==> config.mk <==
export PLATFORM = sky130hd
export DESIGN_NAME = fifo_wrapper_flat
export DESIGN_NICKNAME = d
export VERILOG_FILES = /design/src/rtl/fifo_wrapper_if.sv /design/src/rtl/fifo_wrapper.sv /design/src/flat_wrapper.sv
export SDC_FILE = /design/constraint.sdc
export NUM_CORES = 1
export LEC_CHECK = 0
export CAP_MARGIN = 40
export CORE_UTILIZATION = 62
export CTS_CLUSTER_SIZE = 20
export DETAILED_ROUTE_END_ITERATION = 16
export GPL_TIMING_DRIVEN = 0
export PLACE_DENSITY = 0.91
export SLEW_MARGIN = 10
export SYNTH_ARGS = -nofsm -noshare
export SYNTH_HDL_FRONTEND = slang
export SYNTH_SLANG_ARGS = --single-unit
==> constraint.sdc <==
create_clock -name clk -period 4.8 [get_ports clk]
set_clock_uncertainty 0.15 [all_clocks]
set_input_delay 0.72 -clock clk [delete_from_list [all_inputs] [get_ports clk]]
set_output_delay 0.72 -clock clk [all_outputs]
set_load 0.02 [all_outputs]
==> src/rtl/fifo_wrapper_if.sv <==
// Data-path and register-bus signals of fifo_wrapper, bundled with
// producer/host-side (master) and FIFO-side (slave) views.
interface fifo_wrapper_if #(
    parameter int DW     = 8,
    parameter int REG_DW = 32,
    parameter int REG_AW = 8
);
    logic              reg_req;
    logic              reg_wr;
    logic [REG_AW-1:0] reg_addr;
    logic [REG_DW-1:0] reg_wdata;
    logic [REG_DW-1:0] reg_rdata;
    logic [DW-1:0]     din;
    logic              we;
    logic [DW-1:0]     dout;
    logic              re;
    logic              full;
    logic              empty;

    modport master (
        output reg_req, reg_wr, reg_addr, reg_wdata, din, we, re,
        input  reg_rdata, dout, full, empty
    );

    modport slave (
        input  reg_req, reg_wr, reg_addr, reg_wdata, din, we, re,
        output reg_rdata, dout, full, empty
    );
endinterface

==> src/rtl/fifo_wrapper.sv <==
// Single-clock FIFO with a register block: enable/flush, almost-full
// threshold, sticky overflow/underflow flags and push/pop traffic counters.
module fifo_wrapper #(
    parameter int DW     = 8,
    parameter int AW     = 4,
    parameter int REG_DW = 32,
    parameter int REG_AW = 8
) (
    input  logic           clk,
    input  logic           rst,
    fifo_wrapper_if.slave  bus
);
    localparam int DEPTH = 2**AW;
    localparam logic [REG_AW-1:0] A_CTRL   = REG_AW'('h00);
    localparam logic [REG_AW-1:0] A_STATUS = REG_AW'('h04);
    localparam logic [REG_AW-1:0] A_AFTH   = REG_AW'('h08);
    localparam logic [REG_AW-1:0] A_ERR    = REG_AW'('h0C);
    localparam logic [REG_AW-1:0] A_WCNT   = REG_AW'('h10);
    localparam logic [REG_AW-1:0] A_RCNT   = REG_AW'('h14);

    logic [DW-1:0]     mem_q [DEPTH];
    logic [AW-1:0]     wptr_q, wptr_d, rptr_q, rptr_d;
    logic [AW:0]       count_q, count_d, af_th_q, af_th_d;
    logic [DW-1:0]     dout_q, dout_d;
    logic              en_q, en_d, ovf_q, ovf_d, udf_q, udf_d;
    logic [REG_DW-1:0] wcnt_q, wcnt_d, rcnt_q, rcnt_d, rdata_q, rdata_d;

    logic reg_wen, reg_ren, flush, empty_w, full_w, push_ok, pop_ok, ovf_set, udf_set;
    logic [REG_DW-1:0] status;
    logic unused_wdata;

    assign reg_wen = bus.reg_req && bus.reg_wr;
    assign reg_ren = bus.reg_req && !bus.reg_wr;
    assign flush   = reg_wen && (bus.reg_addr == A_CTRL) && bus.reg_wdata[1];
    assign empty_w = (count_q == '0);
    assign full_w  = (count_q == (AW+1)'(DEPTH));

    // A flush owns the cycle: traffic is neither accepted nor flagged as an error.
    assign pop_ok  = bus.re && en_q && !empty_w && !flush;
    assign push_ok = bus.we && en_q && (!full_w || pop_ok) && !flush;
    assign ovf_set = bus.we && en_q && !flush && full_w && !pop_ok;
    assign udf_set = bus.re && en_q && !flush && empty_w;

    assign bus.full      = full_w;
    assign bus.empty     = empty_w;
    assign bus.dout      = dout_q;
    assign bus.reg_rdata = rdata_q;
    assign unused_wdata  = ^bus.reg_wdata;

    always_comb begin
        status          = '0;
        status[0]       = empty_w;
        status[1]       = full_w;
        status[2]       = (count_q >= af_th_q);
        status[8+AW:8]  = count_q;
    end

    always_comb begin
        wptr_d  = wptr_q;
        rptr_d  = rptr_q;
        count_d = count_q;
        dout_d  = dout_q;
        wcnt_d  = wcnt_q + REG_DW'(push_ok);
        rcnt_d  = rcnt_q + REG_DW'(pop_ok);
        en_d    = en_q;
        af_th_d = af_th_q;
        ovf_d   = ovf_q;
        udf_d   = udf_q;
        rdata_d = rdata_q;

        if (flush) begin
            wptr_d  = '0;
            rptr_d  = '0;
            count_d = '0;
        end else begin
            if (push_ok) wptr_d = wptr_q + 1'b1;
            if (pop_ok) begin
                rptr_d = rptr_q + 1'b1;
                dout_d = mem_q[rptr_q];
            end
            count_d = count_q + (AW+1)'(push_ok) - (AW+1)'(pop_ok);
        end

        if (reg_wen) begin
            case (bus.reg_addr)
                A_CTRL: en_d    = bus.reg_wdata[0];
                A_AFTH: af_th_d = bus.reg_wdata[AW:0];
                A_ERR: begin
                    if (bus.reg_wdata[0]) ovf_d = 1'b0;
                    if (bus.reg_wdata[1]) udf_d = 1'b0;
                end
                default: ;
            endcase
        end
        // Applied after the clear so a new error wins over rw1c.
        if (ovf_set) ovf_d = 1'b1;
        if (udf_set) udf_d = 1'b1;

        if (reg_ren) begin
            case (bus.reg_addr)
                A_CTRL:   rdata_d = REG_DW'(en_q);
                A_STATUS: rdata_d = status;
                A_AFTH:   rdata_d = REG_DW'(af_th_q);
                A_ERR:    rdata_d = REG_DW'({udf_q, ovf_q});
                A_WCNT:   rdata_d = wcnt_q;
                A_RCNT:   rdata_d = rcnt_q;
                default:  rdata_d = '0;
            endcase
        end
    end

    always_ff @(posedge clk) begin
        if (!rst && push_ok) mem_q[wptr_q] <= bus.din;
    end

    always_ff @(posedge clk) begin
        if (rst) begin
            wptr_q  <= '0;
            rptr_q  <= '0;
            count_q <= '0;
            dout_q  <= '0;
            en_q    <= 1'b1;
            af_th_q <= (AW+1)'(DEPTH-1);
            ovf_q   <= 1'b0;
            udf_q   <= 1'b0;
            wcnt_q  <= '0;
            rcnt_q  <= '0;
            rdata_q <= '0;
        end else begin
            wptr_q  <= wptr_d;
            rptr_q  <= rptr_d;
            count_q <= count_d;
            dout_q  <= dout_d;
            en_q    <= en_d;
            af_th_q <= af_th_d;
            ovf_q   <= ovf_d;
            udf_q   <= udf_d;
            wcnt_q  <= wcnt_d;
            rcnt_q  <= rcnt_d;
            rdata_q <= rdata_d;
        end
    end
endmodule

==> src/flat_wrapper.sv <==
// flat-port wrapper written by rule: the top's interface ports become plain ports
module fifo_wrapper_flat 
#(
    parameter int DW     = 8,
    parameter int AW     = 4,
    parameter int REG_DW = 32,
    parameter int REG_AW = 8
)
  (clk, rst, bus_reg_req, bus_reg_wr, bus_reg_addr, bus_reg_wdata, bus_din, bus_we, bus_re, bus_reg_rdata, bus_dout, bus_full, bus_empty);
  fifo_wrapper_if #(.DW(DW), .REG_DW(REG_DW), .REG_AW(REG_AW)) bus_i ();
  input  logic clk;
  input  logic rst;
  input wire logic [$bits(bus_i.reg_req)-1:0] bus_reg_req;
  input wire logic [$bits(bus_i.reg_wr)-1:0] bus_reg_wr;
  input wire logic [$bits(bus_i.reg_addr)-1:0] bus_reg_addr;
  input wire logic [$bits(bus_i.reg_wdata)-1:0] bus_reg_wdata;
  input wire logic [$bits(bus_i.din)-1:0] bus_din;
  input wire logic [$bits(bus_i.we)-1:0] bus_we;
  input wire logic [$bits(bus_i.re)-1:0] bus_re;
  output wire logic [$bits(bus_i.reg_rdata)-1:0] bus_reg_rdata;
  output wire logic [$bits(bus_i.dout)-1:0] bus_dout;
  output wire logic [$bits(bus_i.full)-1:0] bus_full;
  output wire logic [$bits(bus_i.empty)-1:0] bus_empty;
  assign bus_i.reg_req = bus_reg_req;
  assign bus_i.reg_wr = bus_reg_wr;
  assign bus_i.reg_addr = bus_reg_addr;
  assign bus_i.reg_wdata = bus_reg_wdata;
  assign bus_i.din = bus_din;
  assign bus_i.we = bus_we;
  assign bus_i.re = bus_re;
  assign bus_reg_rdata = bus_i.reg_rdata;
  assign bus_dout = bus_i.dout;
  assign bus_full = bus_i.full;
  assign bus_empty = bus_i.empty;
  fifo_wrapper #(.DW(DW), .AW(AW), .REG_DW(REG_DW), .REG_AW(REG_AW)) u_core (.clk(clk), .rst(rst), .bus(bus_i));
endmodule
==> Yosys cells after proc, flatten, opt, wreduce, memory -nomap -nowiden <==
Memories as Yosys holds them, arrays and structs flattened. A register that Yosys moved wholly into a read port is not among the register bits.
Index checks and enable logic that the tools add are counted.
{ "op_classes": {"addsub": 6, "multipliers": 0, "div_mod_pow": 0, "order_cmp": 1, "eq_ne": 6, "n_shift": 0, "n_mux": 11, "bitwise": 1, "n_reduce_logical": 37} }
{ "op_table": {"columns": ["operator", "count"], "rows": [
  ["32-bit case mux with 6 select lines", 1],
  ["32-bit by 1-bit adder with 32-bit output", 2],
  ["8-bit by 4-bit equality test with 1-bit output (second input constant)", 2],
  ["8-bit by 5-bit equality test with 1-bit output (second input constant)", 2],
  ["1-bit logical AND", 16],
  ["2-bit nonzero test", 6],
  ["1-bit 2-to-1 mux", 10],
  ["4-bit by 1-bit adder with 4-bit output (second input constant)", 2],
  ["8-bit by 3-bit equality test with 1-bit output (second input constant)", 1],
  ["8-bit logical NOT", 1],
  ["1-bit logical NOT", 6],
  ["2-bit AND reduction", 3],
  ["3-bit AND reduction", 2],
  ["5-bit by 1-bit adder with 5-bit output", 1],
  ["5-bit equality test (second input constant)", 1],
  ["5-bit >= comparator", 1],
  ["5-bit logical NOT", 1],
  ["5-bit by 1-bit subtractor with 5-bit output", 1],
  ["2-bit OR reduction", 1],
  ["1-bit logical OR", 1],
  ["1-bit NOT", 1]
]} }
{ "totals": {"ff_bits": 117, "latchBits": 0, "ram_bits": 128, "rom_bits": 0, "in_bits": 54, "out_inout_bits": 42, "n_memories": 1} }
{ "mem_list": {"columns": ["memory", "depth", "width", "read_ports", "rd_ports_with_merged_regs", "write_ports", "line_no", "text"], "rows": [
  ["u_core.mem_q", 16, 8, 1, 1, 1, "fifo_wrapper.sv:21", "logic [DW-1:0] mem_q [DEPTH];"]
]} }

==> Logic depth before layout (Yosys ltp) <==
Gate-level depths: netlist (run 1).
{ "depth": {"word_depth": 11, "ltp_mapped": 15, "mapped_depth_nobuf": 14} }

==> Worst setup path before layout (run 1) <==
No wires, ideal clock.
{ "synth_timing": {"path_type": "input port to flip-flop", "startpoint": "in bus_reg_addr[2]", "endpoint": "reg u_core.count_q[4]", "setup_time_ns": 0.117, "t_arrival_ns": 3.028, "t_required_ns": 4.533, "setup_slack_ns": 1.505, "cell_stages": 15, "path_buffers": 3, "cell_sequence": "buf_2 -> nor3_2 -> and4_1 -> buf_4 -> a21oi_2 -> buf_6 -> ha_1 -> inv_1 -> ha_1 -> fa_1 -> a21oi_1 -> nor2_1 -> nor2_1 -> xnor2_1 -> nor2_1"} }
{ "synth_via": {"elab_chain_len": 10} }
{ "synth_rtl": {"columns": ["element", "line_no", "text"], "rows": [
  ["start: declaration", "flat_wrapper.sv:15", "input wire logic [$bits(bus_i.reg_addr)-1:0] bus_reg_addr;"],
  ["8-bit logical NOT (*)", "fifo_wrapper.sv:34", "assign flush = reg_wen && (bus.reg_addr == A_CTRL) && bus.reg_wdata[1];"],
  ["1-bit logical AND (*) (2 in a row)", "fifo_wrapper.sv:34", null],
  ["1-bit logical NOT", "fifo_wrapper.sv:39, fifo_wrapper.sv:40", null],
  ["1-bit logical AND", "fifo_wrapper.sv:39", "assign pop_ok = bus.re && en_q && !empty_w && !flush;"],
  ["1-bit logical OR", "fifo_wrapper.sv:40", "assign push_ok = bus.we && en_q && (!full_w || pop_ok) && !flush;"],
  ["1-bit logical AND (2 in a row)", "fifo_wrapper.sv:40", null],
  ["5-bit by 1-bit adder with 5-bit output", "fifo_wrapper.sv:81", "count_d = count_q + (AW+1)'(push_ok) - (AW+1)'(pop_ok);"],
  ["5-bit by 1-bit subtractor with 5-bit output", "fifo_wrapper.sv:81", null],
  ["end signal: assignment", "fifo_wrapper.sv:132", "count_q <= count_d;"],
  ["end: declaration", "fifo_wrapper.sv:23", "logic [AW:0] count_q, count_d, af_th_q, af_th_d;"]
]} }
Mark *: on every way between the ends. The rest lies on a longest branch, timed or not.
A chain may end at the register's enable or synchronous reset.

==> Worst setup path in the final report (run 1) <==
{ "layout_timing": {"startpoint": "in bus_reg_addr[3]", "endpoint": "reg u_core.rcnt_q[28]"} }
{ "layout_via": {"elab_chain_len": 6} }
{ "layout_rtl": {"columns": ["element", "line_no", "text"], "rows": [
  ["8-bit logical NOT", "fifo_wrapper.sv:34", null],
  ["1-bit logical AND (2 in a row)", "fifo_wrapper.sv:34", null],
  ["1-bit logical NOT", "fifo_wrapper.sv:39", null],
  ["1-bit logical AND", "fifo_wrapper.sv:39", null],
  ["32-bit by 1-bit adder with 32-bit output", "fifo_wrapper.sv:64", "rcnt_d = rcnt_q + REG_DW'(pop_ok);"],
  ["end signal: assignment", "fifo_wrapper.sv:139", "rcnt_q <= rcnt_d;"],
  ["end: declaration", "fifo_wrapper.sv:26", "logic [REG_DW-1:0] wcnt_q, wcnt_d, rcnt_q, rcnt_d, rdata_q, rdata_d;"]
]} }
No other way between the ends.

==> summary.md, run 1 <==
| Metric | Value |
|---|---|
| EDFF count, synth | `128` |
| Met3 wire length | `1720 um` |
| Post-synth design cell area | `10,900 um^2` |
| # rows | `48` |
| Critical path cell sequence | `clkdlybuf4s50_1 -> inv_2 -> and4_1 -> buf_4 -> a21oi_2 -> buf_6 -> ha_1 -> ha_1 -> nand3_1 -> nor3_4 -> nand4_1 -> xor2_1 -> nor2_1` |
| ANT nets after route | `0` |
| Via/cell ratio | `6.25` |
| Final hold vios | `0` |
| Die Span X | `135 um` |
| Commonest cells in the netlist | `128 x edfxtp_1, 127 x nor2_1, 125 x dfxtp_1` |
| Most frequent cell after synthesis | `edfxtp_1` |
| Bufs and invs on worst path | `4` |
| Metal-1 WL | `10,100 um` |
| Die area | `18,100 um^2` |
| Clock buffer depth | `3` |
| Hold-fix buffers at CTS | `0` |
| Power per cell area | `415 nW/um^2` |
| Num Clock Sinks | `253` |
| Final worst slack | `990 ps` |
| Worst path required time | `5050 ps` |
| Crit path depth | `13` |
| 1st-iter DRT viols | `713` |
| Ratio of cells with drive above 1 in the final layout | `12.9%` |
| Core ar. | `17,200 um^2` |
| Leak | `4.37 nW` |
| Resized cells post-CTS | `0` |
| CP dominant cell by count | `ha_1` |
| CTS buffer count | `26` |
| Main combinational cell family by area after synthesis | `simple AND/OR/NAND/NOR gates` |
| Area fraction in and, or, nand and nor cells after synthesis | `14.1%` |
| Fraction of registers with async set or reset after synthesis | `0%` |
| Compound-Gate Fraction of Synth Area | `6.85%` |
| Synth-to-layout area growth | `16.2%` |
| Flop-to-flop setup slack | `1090 ps` |
| Worst-path clk slew | `60 ps` |
| Worst hold path class | `reg2reg` |
| Dpl hpwl | `17,200 um` |
| Seq/Total Area, Yosys | `58.2%` |
| Final-layout fill cell count | `1,058` |
| GRT overflow | `0` |
| Port bufs | `67` |
| Crit path max-delay family | `buffers and inverters` |
| CP peak stage delay | `650 ps` |
| RePlAce Congestion | `0.880` |
| Average wire per standard cell | `21.2 um` |
| Synth top area cells | `edfxtp_1 35%, dfxtp_1 23%, mux4_2 6.6%, nor2_1 4.4%, a22oi_1 3.1%` |
| First-pass GRT wire length | `40,300 um` |
| Syn_nets | `961` |
| CP max-delay cell | `clkdlybuf4s50_1` |
| TritonCTS clock tree | `done` |
| Remaining DRCs | `0` |
| Top layer in use | `met4` |
| FF-to-FF path depth | `13` |
| Minimum clock period | `3810 ps` |
| Max cap viols | `0` |
| TNS Setup | `0 ps` |
| Outcome | `finished, final reports clean` |
| Synth cell types | `56` |
| Synth Register Bits | `253` |
| Antenna violations before repair | `0` |
| Pin count of the biggest net entering global routing | `17` |
| Crit path launch type | `input pin` |
| Routed vias | `7,627` |
| Total Routing Usage GR | `29.4%` |
| Post-synthesis mux area share | `10.3%` |
| Pre-CTS WS | `506 ps` |
| Antenna diodes | `0` |
| Critical R2R Capture | `u_core.rcnt_q[28]` |
| CP endpoint | `u_core.rcnt_q[28]` |
| Synth warnings | `0` |
| Root Driver | `clkbuf_16` |
| Vias in the first global route | `7,626` |
| Critical path capture point type | `register` |
| Starting Density | `63.2%` |
| Slew headroom | `36.6%` |
| Area after DPL | `11,800 um^2` |
| Reg2reg start | `u_core.count_q[2]` |
| Metal2 WL | `13,200 um` |
| Critical Path Source | `bus_reg_addr[3]` |
| First-pass DRT Iterations | `5` |
| Design area | `12,700 um^2` |
| RSZ-0062 raised after global routing | `false` |
| DRT Wirelength | `25,900 um` |
| Crit Path Category | `in2reg` |
| Post-CTS setup buffer count | `0` |
| Xor and xnor area share after synthesis | `5.06%` |
| Crit path DAT | `4060 ps` |
| Max Freq | `262 MHz` |
| Actual slew at the worst max-slew pin | `948 ps` |
| Post-synthesis average cell area | `12.3 um^2` |
| Setup violations, final | `0` |
| Final net count | `1,056` |
| Final worst path period share | `79.4%` |
| Die Y | `135 um` |
| Peak supply drop | `374 uV` |
| H-tree depth | `1` |
| Synth top area share | `35.3%` |
| Final Max Slew Viols | `0` |
| Skew-Pair Late Insertion Delay | `530 ps` |
| I/O pins | `96` |
| CP Max Fanout | `11` |
| Syn Inst Count | `885` |
| Synth area leader | `edfxtp_1` |
| Adder-Cell Fraction of Synth Area | `2.60%` |
| Primary FF master, synth | `edfxtp_1` |
-- placed cells by master (no fill, tap or decap), types with 4 or more instances in the layout --
cell type,netlist,final
a211o_1,7,7
a211oi_1,4,4
a21oi_1,15,15
a22o_1,9,9
a22oi_1,45,45
and2_1,6,6
and3_1,8,8
and4_1,8,8
buf_1,8,8
buf_2,12,12
clkbuf_1,19,24
clkbuf_16,0,26
clkdlybuf4s50_1,0,67
clkinv_1,0,4
dfxtp_1,125,125
edfxtp_1,128,128
ha_1,21,21
inv_1,25,25
mux2_2,21,21
mux2i_1,17,17
mux4_2,32,32
nand2_1,47,47
nand3_1,28,28
nand4_1,18,18
nor2_1,127,127
nor2b_1,9,9
nor3_1,12,12
nor4_1,5,5
o21ai_0,13,13
o22ai_1,4,4
or3_1,7,7
xnor2_1,33,33
xor2_1,30,30
-- worst register-to-register path, delay by kind of cell (launching register included) --
family | cells | cell delay [ps]
AO/OA/AOI/OAI | 1 | 370
XOR/XNOR | 1 | 160
AND/OR/NAND/NOR | 6 | 1450
buffers and inverters | 2 | 330
flip-flops | 1 | 410
adder cells (fa/ha/maj) | 3 | 710
-- where the power goes --
group          switching (W)  total (W)  internal, W
sequential         0.0000701    0.00241      0.00234
clock               0.000808    0.00195      0.00114
combinational       0.000486   0.000895     0.000409
-- area by class of cell --
cell class,instances,area [um^2],area share [%]
flip-flops and latches,253,6350,50.1
well taps,225,282,2.22
clock buffers,34,711,5.61
plain buffers,44,206,1.63
repair buffers,67,671,5.29
inverters,26,97.6,0.771
multi-input cells,562,4250,33.5
clock inverters,10,106,0.840
-- layer usage --
| metal | GRT usage, % | up-vias |
|---|---|---|
| li1 | - | 3432 |
| met1 | 36.5 | 3745 |
| met2 | 51.4 | 368 |
| met3 | 4.65 | 82 |
| met4 | 11.9 | 0 |
| met5 | 0 | - |
-- how the worst min path moves through the flow --
stage / cells after the start / start / to
2_1_floorplan: 2 / u_core.ovf_q / u_core.ovf_q
3_3_place_gp: 2 / u_core.ovf_q / u_core.ovf_q
3_5_place_dp: 1 / u_core.bus.reg_rdata[12] / u_core.bus.reg_rdata[12]
4_1_cts: 1 / u_core.bus.reg_rdata[10] / u_core.bus.reg_rdata[10]
5_1_grt: 2 / u_core.ovf_q / u_core.ovf_q
6_report: 1 / u_core.bus.reg_rdata[12] / u_core.bus.reg_rdata[12]
-- cell families after synthesis --
family	Yosys count
multiplexers	70
buffers and inverters	70
AND/OR/NAND/NOR	301
AO/OA/AOI/OAI	106
flip-flops	253
XOR/XNOR	63
adder cells (fa/ha/maj)	22
-- per-stage QoR --
stage | util [%] | hold WS (ps) | total power (W) | instances
2_1_floorplan | - | 299 | 0.00303 | 885
3_3_place_gp | 68.7 | 311 | 0.00325 | 1177
3_5_place_dp | 68.7 | 317 | 0.00331 | 1177
4_1_cts | 73.5 | 336 | 0.00525 | 1221
5_1_grt | 73.5 | 360 | 0.00541 | 1221
6_report | 73.5 | 334 | 0.00526 | 1221
-- sequential cells by signal, summed over array words and instances, names as in the netlist --
register / cells
u_core.udf_q: 1
u_core.rptr_q: 4
u_core.af_th_q: 5
u_core.rcnt_q: 32
u_core.wcnt_q: 32
u_core.wptr_q: 4
u_core.count_q: 5
u_core.bus.dout: 8
u_core.bus.reg_rdata: 32
u_core.mem_q: 128
u_core.ovf_q: 1
u_core.en_q: 1
Note: power is estimated with default switching activity, not from simulation.
==> inputs of run 2 (changes only) <==
- CORE_UTILIZATION: 62 -> 52
- PLACE_DENSITY: 0.91 -> 0.82
- clock period: 4.8 -> 3.2 ns (I/O delays scaled with it)
==> run 2 against run 1 <==
Against the previous run:
- hold slack worse by 3.3 ps
- power is 48% higher
- core utilization is 10 points lower
- worst setup slack worse by 870 ps
- highest routed layer unchanged
==> summary.md, run 2 (synthesis results as in run 1) <==
| Metric | Value |
|---|---|
| GRT overflow | `0` |
| Sw frac | `25.9%` |
| Port bufs | `67` |
| Flop-to-flop setup slack | `140 ps` |
| Crit path DAT | `3340 ps` |
| Crit path launch type | `input pin` |
| Max cap viols | `0` |
| Most common cell after layout, fill and taps aside | `edfxtp_1` |
| Skew-Pair Late Insertion Delay | `530 ps` |
| Die Span X | `147 um` |
| Pin count of the biggest net entering global routing | `17` |
| 1st-iter DRT viols | `507` |
| Most frequent cells in the layout | `128 x edfxtp_1, 127 x nor2_1, 123 x dfxtp_1, 66 x clkdlybuf4s50_1, 47 x nand2_1` |
| Crit Path Category | `in2reg` |
| Comb pwr share | `17.2%` |
| Antenna violations before repair | `0` |
| Average wire per standard cell | `19.1 um` |
| CP Max Fanout | `11` |
| Area after DPL | `11,900 um^2` |
| Setup violations, final | `0` |
| Antenna diodes | `0` |
| Global route hottest layer | `met2` |
| Power per cell area | `605 nW/um^2` |
| CTS buffer count | `26` |
| Root Driver | `clkbuf_16` |
| Total Routing Usage GR | `23.1%` |
| Via/cell ratio | `5.77` |
| I/O pins | `96` |
| Hold depth | `1` |
| Final net count | `1,063` |
| RePlAce Congestion | `0.880` |
| Reg2reg start | `u_core.count_q[2]` |
| Power share of the clock group | `36.4%` |
| Reg power frac | `46.4%` |
| Int Pwr | `0.00577 W` |
| H-tree depth | `1` |
| Vias in the first global route | `7,328` |
| Clock buffer depth | `3` |
| GRT met1 Usage | `29.7%` |
| Critical path capture point type | `register` |
| M2 GR Usage | `39.5%` |
| DRT Wirelength | `24,400 um` |
| Ratio of cells with drive above 1 in the final layout | `14.7%` |
| Final Max Slew Viols | `0` |
| Critical R2R Capture | `u_core.count_q[4]` |
| First-pass DRT Iterations | `5` |
| First-pass GRT wire length | `38,900 um` |
| Hold path endpoint | `u_core.bus.reg_rdata[8]` |
| Actual slew at the worst max-slew pin | `871 ps` |
| ANT nets after route | `0` |
| Worst path required time | `3460 ps` |
| Die Y | `147 um` |
| Routed vias | `7,372` |
| Outcome | `finished, final reports clean` |
| Starting Density | `53.5%` |
| Final-layout fill cell count | `1,553` |
| Worst-path clk slew | `60 ps` |
| Die area | `21,500 um^2` |
| Util after Layout | `63.2%` |
| Max Freq | `325 MHz` |
| Hold_sp | `u_core.bus.reg_rdata[8]` |
| FF-to-FF path depth | `15` |
| Peak supply drop | `499 uV` |
| Biggest register | `u_core.mem_q` |
| Synth-to-layout area growth | `18.0%` |
| Core ar. | `20,400 um^2` |
| # rows | `52` |
| Number of flip-flops in the largest register | `128` |
| Design area | `12,900 um^2` |
| Num Clock Sinks | `253` |
| Final worst path period share | `96.2%` |
| Worst hold path class | `reg2reg` |
| TritonCTS clock tree | `done` |
| Minimum clock period | `3080 ps` |
| Final hold vios | `0` |
| Net Sw Power | `0.00201 W` |
| Leak | `4.45 nW` |
| Remaining DRCs | `0` |
| Slew headroom | `41.7%` |
| GR Util met3 | `3.94%` |
| Dpl hpwl | `16,400 um` |
run 2: through the flow:
stage          setup TNS, ps  total power (W)  std cells  setup WS [ps]  hold slack [ps]
2_1_floorplan              0          0.00454        885            101              299
3_3_place_gp          -28410          0.00489       1222           -765              309
3_5_place_dp          -38210          0.00492       1222           -836              319
4_1_cts                    0          0.00777       1273           22.7              328
5_1_grt                -21.3          0.00809       1277          -21.3              353
6_report                   0          0.00779       1277            121              330
run 2: final cells by class:
cell class / count / area, um^2 / area share [%]
repair buffers: 74 / 738 / 5.74
clock buffers: 31 / 679 / 5.28
flip-flops and latches: 253 / 6350 / 49.4
multi-input cells: 562 / 4320 / 33.6
inverters: 26 / 97.6 / 0.759
plain buffers: 44 / 216 / 1.68
clock inverters: 17 / 125 / 0.973
well taps: 270 / 338 / 2.63
run 2: how the worst max path moves through the flow:
stage | cells after the start | end | from
detailed placement | 13 | u_core.rcnt_q[20] | bus_reg_addr[3]
CTS | 15 | u_core.count_q[4] | u_core.count_q[2]
finish | 15 | u_core.count_q[4] | bus_reg_addr[6]
global placement | 13 | u_core.rcnt_q[28] | bus_reg_addr[3]
global route | 15 | u_core.count_q[4] | u_core.count_q[2]
floorplan | 15 | u_core.count_q[4] | u_core.count_q[3]
run 2: timing repair:
item | CTS | global route
pin swaps | 2 | 4
buffers inserted | 3 | 4
hold buffers | 0 | 0
resized for setup | 7 | 11
endpoints found under the setup margin | 31 | 30
run 2: layer usage:
metal	share of wire (%)	wire [um]	vias to the layer above
met5	0	0	-
met4	3.0	721	0
met3	5.6	1350	48
met2	50	12100	246
met1	42	10200	3624
li1	-	-	3454
run 2: critical path, cell delays in order:
cell and delay [ps]:
clkdlybuf4s50_1 490, nor4_4 300, and4_1 220, buf_4 180, a21oi_4 80, buf_8 180
ha_1 270, inv_1 40, ha_1 210, fa_2 390, a21oi_2 130, nor2_1 50
nor2_1 130, xnor2_1 130, nor2_1 60
run 2: power by group through the flow:
stage,logic (W),registers (W),clock network [W]
2_1_floorplan,0.000863,0.00367,0
3_3_place_gp,0.00122,0.00367,0
3_5_place_dp,0.00125,0.00367,0
4_1_cts,0.00130,0.00361,0.00287
5_1_grt,0.00146,0.00362,0.00300
6_report,0.00134,0.00361,0.00283
